`config.mk`:
```
export PLATFORM = sky130hd
export DESIGN_NAME = accum_reader
export DESIGN_NICKNAME = d
export VERILOG_FILES = /design/src/rtl/kyber_acc_pkg.sv /design/src/rtl/pair_fifo.sv /design/src/rtl/accum_reader.sv
export SDC_FILE = /design/constraint.sdc
export NUM_CORES = 1
export LEC_CHECK = 0
export ABC_AREA = 1
export CAP_MARGIN = 25
export CORE_AREA = 10 10 154 156
export CTS_CLUSTER_SIZE = 25
export DETAILED_ROUTE_END_ITERATION = 10
export DIE_AREA = 0 0 164 166
export GPL_TIMING_DRIVEN = 0
export PLACE_DENSITY = 0.68
export SYNTH_ARGS = -nofsm -noshare
export SYNTH_HDL_FRONTEND = slang
export SYNTH_HIERARCHICAL = 1
export SYNTH_SLANG_ARGS = --single-unit
export TNS_END_PERCENT = 30
```
`constraint.sdc`:
```
create_clock -name clk -period 2.7 [get_ports clk]
set_input_delay 0.54 -clock clk [delete_from_list [all_inputs] [get_ports clk]]
set_output_delay 0.54 -clock clk [all_outputs]
set_load 0.02 [all_outputs]
```
`src/rtl/kyber_acc_pkg.sv`:
```
`default_nettype none
// ============================================================================
// kyber_acc_pkg : command codes, sizes and reader state encoding shared by the
// accumulator and its load/read initiators.                     Rev 1.0
// ============================================================================
package kyber_acc_pkg;

   localparam logic [3:0] CMD_IDLE   = 4'd0;
   localparam logic [3:0] CMD_LOAD_A = 4'd1;
   localparam logic [3:0] CMD_LOAD_B = 4'd2;
   localparam logic [3:0] CMD_READ   = 4'd3;

   localparam int N_PAIRS = 128;

   typedef enum logic [2:0] {
      ST_IDLE     = 3'd0,
      ST_WAIT_ACK = 3'd1,
      ST_STREAM   = 3'd2,
      ST_DRAIN    = 3'd3,
      ST_DONE     = 3'd4
   } rd_state_e;

endpackage
`default_nettype wire

```
`src/rtl/pair_fifo.sv`:
```
`default_nettype none
// ============================================================================
// pair_fifo : synchronous FIFO holding captured {addr, a, b} pairs, with an
// occupancy count for the reader's credit logic.                Rev 1.0
// ============================================================================
module pair_fifo
#(
   parameter int WIDTH = 39,
   parameter int DEPTH = 4
) (
   input  logic                       clk,
   input  logic                       reset,
   input  logic                       push,
   input  logic [WIDTH-1:0]           push_data,
   input  logic                       pop,
   output logic [WIDTH-1:0]           head_data,
   output logic [$clog2(DEPTH+1)-1:0] count,
   output logic                       empty
);
   import kyber_acc_pkg::*;

   localparam int PTR_W = $clog2(DEPTH);
   localparam int CNT_W = $clog2(DEPTH + 1);
   localparam logic [CNT_W-1:0] FULL_CNT = DEPTH[CNT_W-1:0];

   logic [WIDTH-1:0] mem_q [DEPTH];
   logic [WIDTH-1:0] mem_d [DEPTH];
   logic [PTR_W-1:0] wr_ptr_q, wr_ptr_d;
   logic [PTR_W-1:0] rd_ptr_q, rd_ptr_d;
   logic [CNT_W-1:0] count_q, count_d;

   always_comb begin
      mem_d    = mem_q;
      wr_ptr_d = wr_ptr_q;
      rd_ptr_d = rd_ptr_q;
      count_d  = count_q;
      if (push) begin
         mem_d[wr_ptr_q] = push_data;
         wr_ptr_d        = wr_ptr_q + 1'b1;
      end
      if (pop) begin
         rd_ptr_d = rd_ptr_q + 1'b1;
      end
      case ({push, pop})
         2'b10:   count_d = count_q + 1'b1;
         2'b01:   count_d = count_q - 1'b1;
         default: count_d = count_q;
      endcase
   end

   always_ff @(posedge clk) begin
      if (reset) begin
         mem_q    <= '{default: '0};
         wr_ptr_q <= '0;
         rd_ptr_q <= '0;
         count_q  <= '0;
      end else begin
         mem_q    <= mem_d;
         wr_ptr_q <= wr_ptr_d;
         rd_ptr_q <= rd_ptr_d;
         count_q  <= count_d;
      end
   end

   assign head_data = mem_q[rd_ptr_q];
   assign count     = count_q;
   assign empty     = (count_q == '0);

   // The reader's credit rule must keep pushes within capacity.
   a_no_overflow : assert property (@(posedge clk) disable iff (reset)
      !(push && !pop && (count_q == FULL_CNT)));
   a_no_underflow : assert property (@(posedge clk) disable iff (reset)
      !(pop && (count_q == '0)));

endmodule
`default_nettype wire

```
`src/rtl/accum_reader.sv`:
```
`default_nettype none
// ============================================================================
// accum_reader : read-side initiator; pulls 128 coefficient pairs from the
// accumulator and serialises them (a then b) on a valid/ready stream. Rev 1.0
// ============================================================================
module accum_reader
#(
   parameter int         DATA_W     = 16,
   parameter int         ADDR_W     = 7,
   parameter int         FIFO_DEPTH = 4,
   parameter int         RD_LAT     = 1,
   parameter logic [3:0] CMD_READ   = 4'd3,
   parameter int         TIMEOUT    = 255
) (
   input  logic              clk,
   input  logic              reset,
   input  logic              start,
   output logic [3:0]        acc_cmd,
   output logic              acc_readout,
   input  logic [3:0]        acc_status,
   input  logic [ADDR_W-1:0] acc_addr_out,
   input  logic [DATA_W-1:0] acc_data_a_out,
   input  logic [DATA_W-1:0] acc_data_b_out,
   output logic              out_valid,
   input  logic              out_ready,
   output logic [DATA_W-1:0] out_data,
   output logic [7:0]        out_index,
   output logic              busy,
   output logic              done,
   output logic              err
);
   import kyber_acc_pkg::*;

   localparam int CNT_W   = $clog2(FIFO_DEPTH + 1);
   localparam int FIFO_W  = ADDR_W + 2 * DATA_W;
   localparam int TMR_W   = $clog2(TIMEOUT + 1);
   localparam int LAST_I  = N_PAIRS - 1;
   localparam int TMR_I   = TIMEOUT - 1;
   localparam logic [ADDR_W:0]   PAIRS_L   = N_PAIRS[ADDR_W:0];
   localparam logic [ADDR_W:0]   LAST_ISS  = LAST_I[ADDR_W:0];
   localparam logic [ADDR_W-1:0] LAST_PAIR = LAST_I[ADDR_W-1:0];
   localparam logic [TMR_W-1:0]  TMR_LAST  = TMR_I[TMR_W-1:0];
   localparam logic [CNT_W:0]    CREDITS   = FIFO_DEPTH[CNT_W:0];

   rd_state_e         state_q, state_d;
   logic [ADDR_W:0]   issued_q, issued_d;
   logic [CNT_W-1:0]  in_flight_q, in_flight_d;
   logic [ADDR_W-1:0] exp_addr_q, exp_addr_d;
   logic [TMR_W-1:0]  wait_q, wait_d;
   logic              err_q, err_d;
   logic              half_q, half_d;
   logic [ADDR_W-1:0] out_pair_q, out_pair_d;
   logic [RD_LAT-1:0] rd_pipe_q, rd_pipe_d;

   logic              capture, accept, pop, last_word, start_ok;
   logic [FIFO_W-1:0] head_data;
   logic [CNT_W-1:0]  fifo_count;
   logic              fifo_empty;
   logic [ADDR_W-1:0] head_addr_unused;

   pair_fifo #(.WIDTH(FIFO_W), .DEPTH(FIFO_DEPTH)) u_fifo (
      .clk       (clk),
      .reset     (reset),
      .push      (capture),
      .push_data ({acc_addr_out, acc_data_a_out, acc_data_b_out}),
      .pop       (pop),
      .head_data (head_data),
      .count     (fifo_count),
      .empty     (fifo_empty)
   );

   // Arrival order is authoritative; the stored address is kept only for debug.
   assign head_addr_unused = head_data[FIFO_W-1 -: ADDR_W];

   always_comb begin
      state_d     = state_q;
      issued_d    = issued_q;
      in_flight_d = in_flight_q;
      exp_addr_d  = exp_addr_q;
      wait_d      = wait_q;
      err_d       = err_q;
      half_d      = half_q;
      out_pair_d  = out_pair_q;
      rd_pipe_d   = rd_pipe_q << 1;
      acc_cmd     = CMD_IDLE;
      acc_readout = 1'b0;
      busy        = 1'b0;
      done        = 1'b0;

      capture   = rd_pipe_q[RD_LAT-1];
      out_valid = !fifo_empty;
      out_data  = !out_valid ? '0 :
                  half_q     ? head_data[DATA_W-1:0] : head_data[2*DATA_W-1:DATA_W];
      out_index = out_valid ? 8'({out_pair_q, half_q}) : 8'd0;
      accept    = out_valid && out_ready;
      pop       = accept && half_q;
      last_word = pop && (out_pair_q == LAST_PAIR);
      start_ok  = start && ((state_q == ST_IDLE) || (state_q == ST_DONE));

      case (state_q)
         ST_WAIT_ACK: begin
            acc_cmd = CMD_READ;
            busy    = 1'b1;
            if (acc_status == CMD_READ) begin
               state_d = ST_STREAM;
            end else if (wait_q == TMR_LAST) begin
               err_d   = 1'b1;
               state_d = ST_IDLE;
            end else begin
               wait_d = wait_q + 1'b1;
            end
         end
         ST_STREAM: begin
            acc_cmd     = CMD_READ;
            busy        = 1'b1;
            acc_readout = (issued_q < PAIRS_L) &&
                          (({1'b0, fifo_count} + {1'b0, in_flight_q}) < CREDITS);
            if (acc_readout && (issued_q == LAST_ISS)) begin
               state_d = ST_DRAIN;
            end
         end
         ST_DRAIN: begin
            acc_cmd = CMD_READ;
            busy    = 1'b1;
            if (last_word && (in_flight_q == '0)) begin
               state_d = ST_DONE;
            end
         end
         ST_DONE: begin
            done    = 1'b1;
            state_d = ST_IDLE;
         end
         default: state_d = ST_IDLE;
      endcase

      rd_pipe_d[0] = acc_readout;
      if (acc_readout) begin
         issued_d = issued_q + 1'b1;
      end
      case ({acc_readout, capture})
         2'b10:   in_flight_d = in_flight_q + 1'b1;
         2'b01:   in_flight_d = in_flight_q - 1'b1;
         default: in_flight_d = in_flight_q;
      endcase

      if (capture) begin
         exp_addr_d = exp_addr_q + 1'b1;
         if (acc_addr_out != exp_addr_q) begin
            err_d = 1'b1;
         end
      end
      if (((state_q == ST_STREAM) || (state_q == ST_DRAIN)) && (acc_status != CMD_READ)) begin
         err_d = 1'b1;
      end

      if (accept) begin
         half_d = !half_q;
         if (half_q) begin
            out_pair_d = out_pair_q + 1'b1;
         end
      end

      // DONE behaves like IDLE for a back-to-back start.
      if (start_ok) begin
         state_d    = ST_WAIT_ACK;
         err_d      = 1'b0;
         issued_d   = '0;
         exp_addr_d = '0;
         wait_d     = '0;
         half_d     = 1'b0;
         out_pair_d = '0;
      end
   end

   always_ff @(posedge clk) begin
      if (reset) begin
         state_q     <= ST_IDLE;
         issued_q    <= '0;
         in_flight_q <= '0;
         exp_addr_q  <= '0;
         wait_q      <= '0;
         err_q       <= 1'b0;
         half_q      <= 1'b0;
         out_pair_q  <= '0;
         rd_pipe_q   <= '0;
      end else begin
         state_q     <= state_d;
         issued_q    <= issued_d;
         in_flight_q <= in_flight_d;
         exp_addr_q  <= exp_addr_d;
         wait_q      <= wait_d;
         err_q       <= err_d;
         half_q      <= half_d;
         out_pair_q  <= out_pair_d;
         rd_pipe_q   <= rd_pipe_d;
      end
   end

   assign err = err_q;

endmodule
`default_nettype wire
```
==> flow_metrics.py <==
metrics = {
    "global_routing": {
        "grt_pass1_wl_um": 38700,
        "grt_pass1_vias": 7476,
        "antenna_found_initial": 1,
        "gr-total-overflow": 0,
        "grt_max_degree": 17,
        "track_usage": 0.176,
    },
    "die": {
        "dieArea_mm2": 0.0272,
        "io_pins": 80,
        "start_util": 0.390,
        "die_h_um": 166,
        "rows": 53,
        "die_w_um": 164,
        "core_area_mm2": 0.0207,
    },
    "finish": {
        "nFillCells": 2108,
        "final_nets": 1318,
        "drive_gt1_frac": 0.107,
        "multi_input_area_mm2": 0.00398,
        "final_core_util": 0.478,
        "seqCellArea_mm2": 0.00348,
        "area_delta_synth_final_pct": 22.5,
    },
    "timing": {
        "whs_ns": 0.467,
        "tns_ns": 0,
        "max_freq_mhz": 382,
        "drv_slew": 0,
        "worst_pin_slew_ns": 0.547,
        "period_share": 0.970,
        "min_period_ns": 2.62,
        "rsz0062_at_grt": "no",
        "hold_viol": 0,
        "finalSetupViolCount": 0,
        "skew_ns": 0.0137,
        "slew_headroom": 0.635,
    },
    "power": {
        "powerDensity_mw_per_mm2": 561,
        "ir_worst_vdd_mv": 0.414,
        "power.leakage_uw": 0.00386,
    },
    "detailed_routing": {
        "ant_nets": 0,
        "via_per_inst": 5.11,
        "drt-pass1-iter-count": 5,
        "wl_um": 24200,
        "vias": 7894,
        "drtIter0Drc": 594,
        "avgRoutedWirePerCell_um": 15.7,
        "drc_errors": 0,
    },
    "logic_synthesis": {
        "syn_area_mm2": 0.00807,
        "yosys_warnings": 6,
        "synth_cells": 1159,
        "avgSynthCellArea_um2": 6.97,
    },
    "worst_setup_path": {
        "cpMaxStageDelayCell": "dfxtp_1",
        "critPathKind": "flip-flop to primary output",
        "cp_max_fo": 10,
        "critPathArrivalTime_ns": 2.08,
        "critPathMaxStageDelay_ns": 0.30,
        "crit_chain": "clkbuf_4 -> inv_4 -> buf_6 -> buf_6 -> nor2_1 -> o22ai_2 -> o21ai_1 -> nor2_1 -> buf_4",
        "crit_buf_inv": 5,
        "crit_path_end_kind": "primary output",
        "start_kind": "flip-flop",
        "critPathTopFamily": "buffers and inverters",
        "crit_required_ns": 2.16,
    },
    "placement": {
        "place_hpwl_um": 17200,
        "io_buffers": 77,
        "gp_congestion": 0.930,
    },
    "cts": {
        "cts_max_level": 4,
        "cts_tree": "done",
        "holdBufCountCts": 0,
        "clockRootBuffer": "clkbuf_16",
        "cts_buffer_depth": 2,
        "cts.sinks": 174,
        "cts.clk_slew.worst_paths_ns": 0.07,
        "cts_buffers": 17,
        "clkLatencyLatePin_ns": 0.43,
        "cts_setup_buffers": 0,
    },
    "run_status": {
        "status": "completed",
    },
    "job": {
        "maxCapViolations": 0,
    },
    "min_path": {
        "hold_class": "flip-flop to flip-flop",
    },
}
==> metal layers <==
layer	share of wire	wire (um)	global-route usage
met2	0.46	11100	0.280
met5	0	0	0
met3	0.084	2020	0.0434
met1	0.43	10500	0.225
met4	0.024	588	0.0680
==> worst paths after layout <==
path	startpoint	to	slack, ns	depth (start not counted)
worst min register to register	in_flight_q[0]	in_flight_q[0]	0.47	2
worst max register to register	in_flight_q[1]	in_flight_q[2]	0.45	13
worst max-delay path	u_fifo/rd_ptr_q[0]	out_data[0]	0.08	9
worst min-delay path	in_flight_q[0]	in_flight_q[0]	0.47	2
==> per-stage QoR <==
stage          setup WS [ns]  cell area, um2  power (uW)  cells
2_1_floorplan          0.627            8080        2780   1160
3_3_place_gp          -0.290            9190        2920   1512
3_5_place_dp          -0.300            9190        2930   1512
4_1_cts              -0.0396            9870        5600   1543
5_1_grt              0.00490            9890        5730   1544
6_report              0.0808            9890        5550   1544
==> worst reg2reg max path, delay by kind of cell (launching register included) <==
kind	cells	cell delay [ns]
and+or+nand+nor	4	0.30
DFF	1	0.34
buffers and inverters	2	0.23
AOI/OAI and AO/OA	4	0.53
adders and majority gates	3	0.81
==> placed cells by master, fill, tap and decap left out, types with 23 or more instances in the layout <==
cell type and count:
o22ai_1 25, clkdlybuf4s50_1 58, nand3_1 23, o21ai_0 218, dfxtp_1 174, a21oi_1 30, nand2_1 66, clkbuf_1 31
nor2_1 395, inv_1 49
==> flip-flops by register name, indices dropped and copies added, names as in the netlist, 3 cells and up <==
name / flops
u_fifo/mem_q: 128
u_fifo/count: 3
exp_addr_q: 7
in_flight_q: 3
issued_q: 8
out_pair_q: 7
state_q: 3
wait_q: 8
==> area by class of cell <==
cell class,instances,share of cell area
tap,275,0.0348
clock buffer,18,0.0444
clock inverter,13,0.0205
timing repair buffer,77,0.0736
sequential,174,0.352
antenna,1,0.000253
buffer,87,0.0487
multi-input combinational,841,0.403
inverter,58,0.0228
==> repair_timing <==
item                                    4_1_cts  5_1_grt
pin swaps                                     5        4
gates resized for setup                      85       26
endpoints found under the setup margin       17       17
==> power by group <==
part	switching, uW	internal (uW)
sequential	7.03	2570
combinational	163	128
clock	1080	1600
total	1250	4300
(Power assumes the default switching activity.)
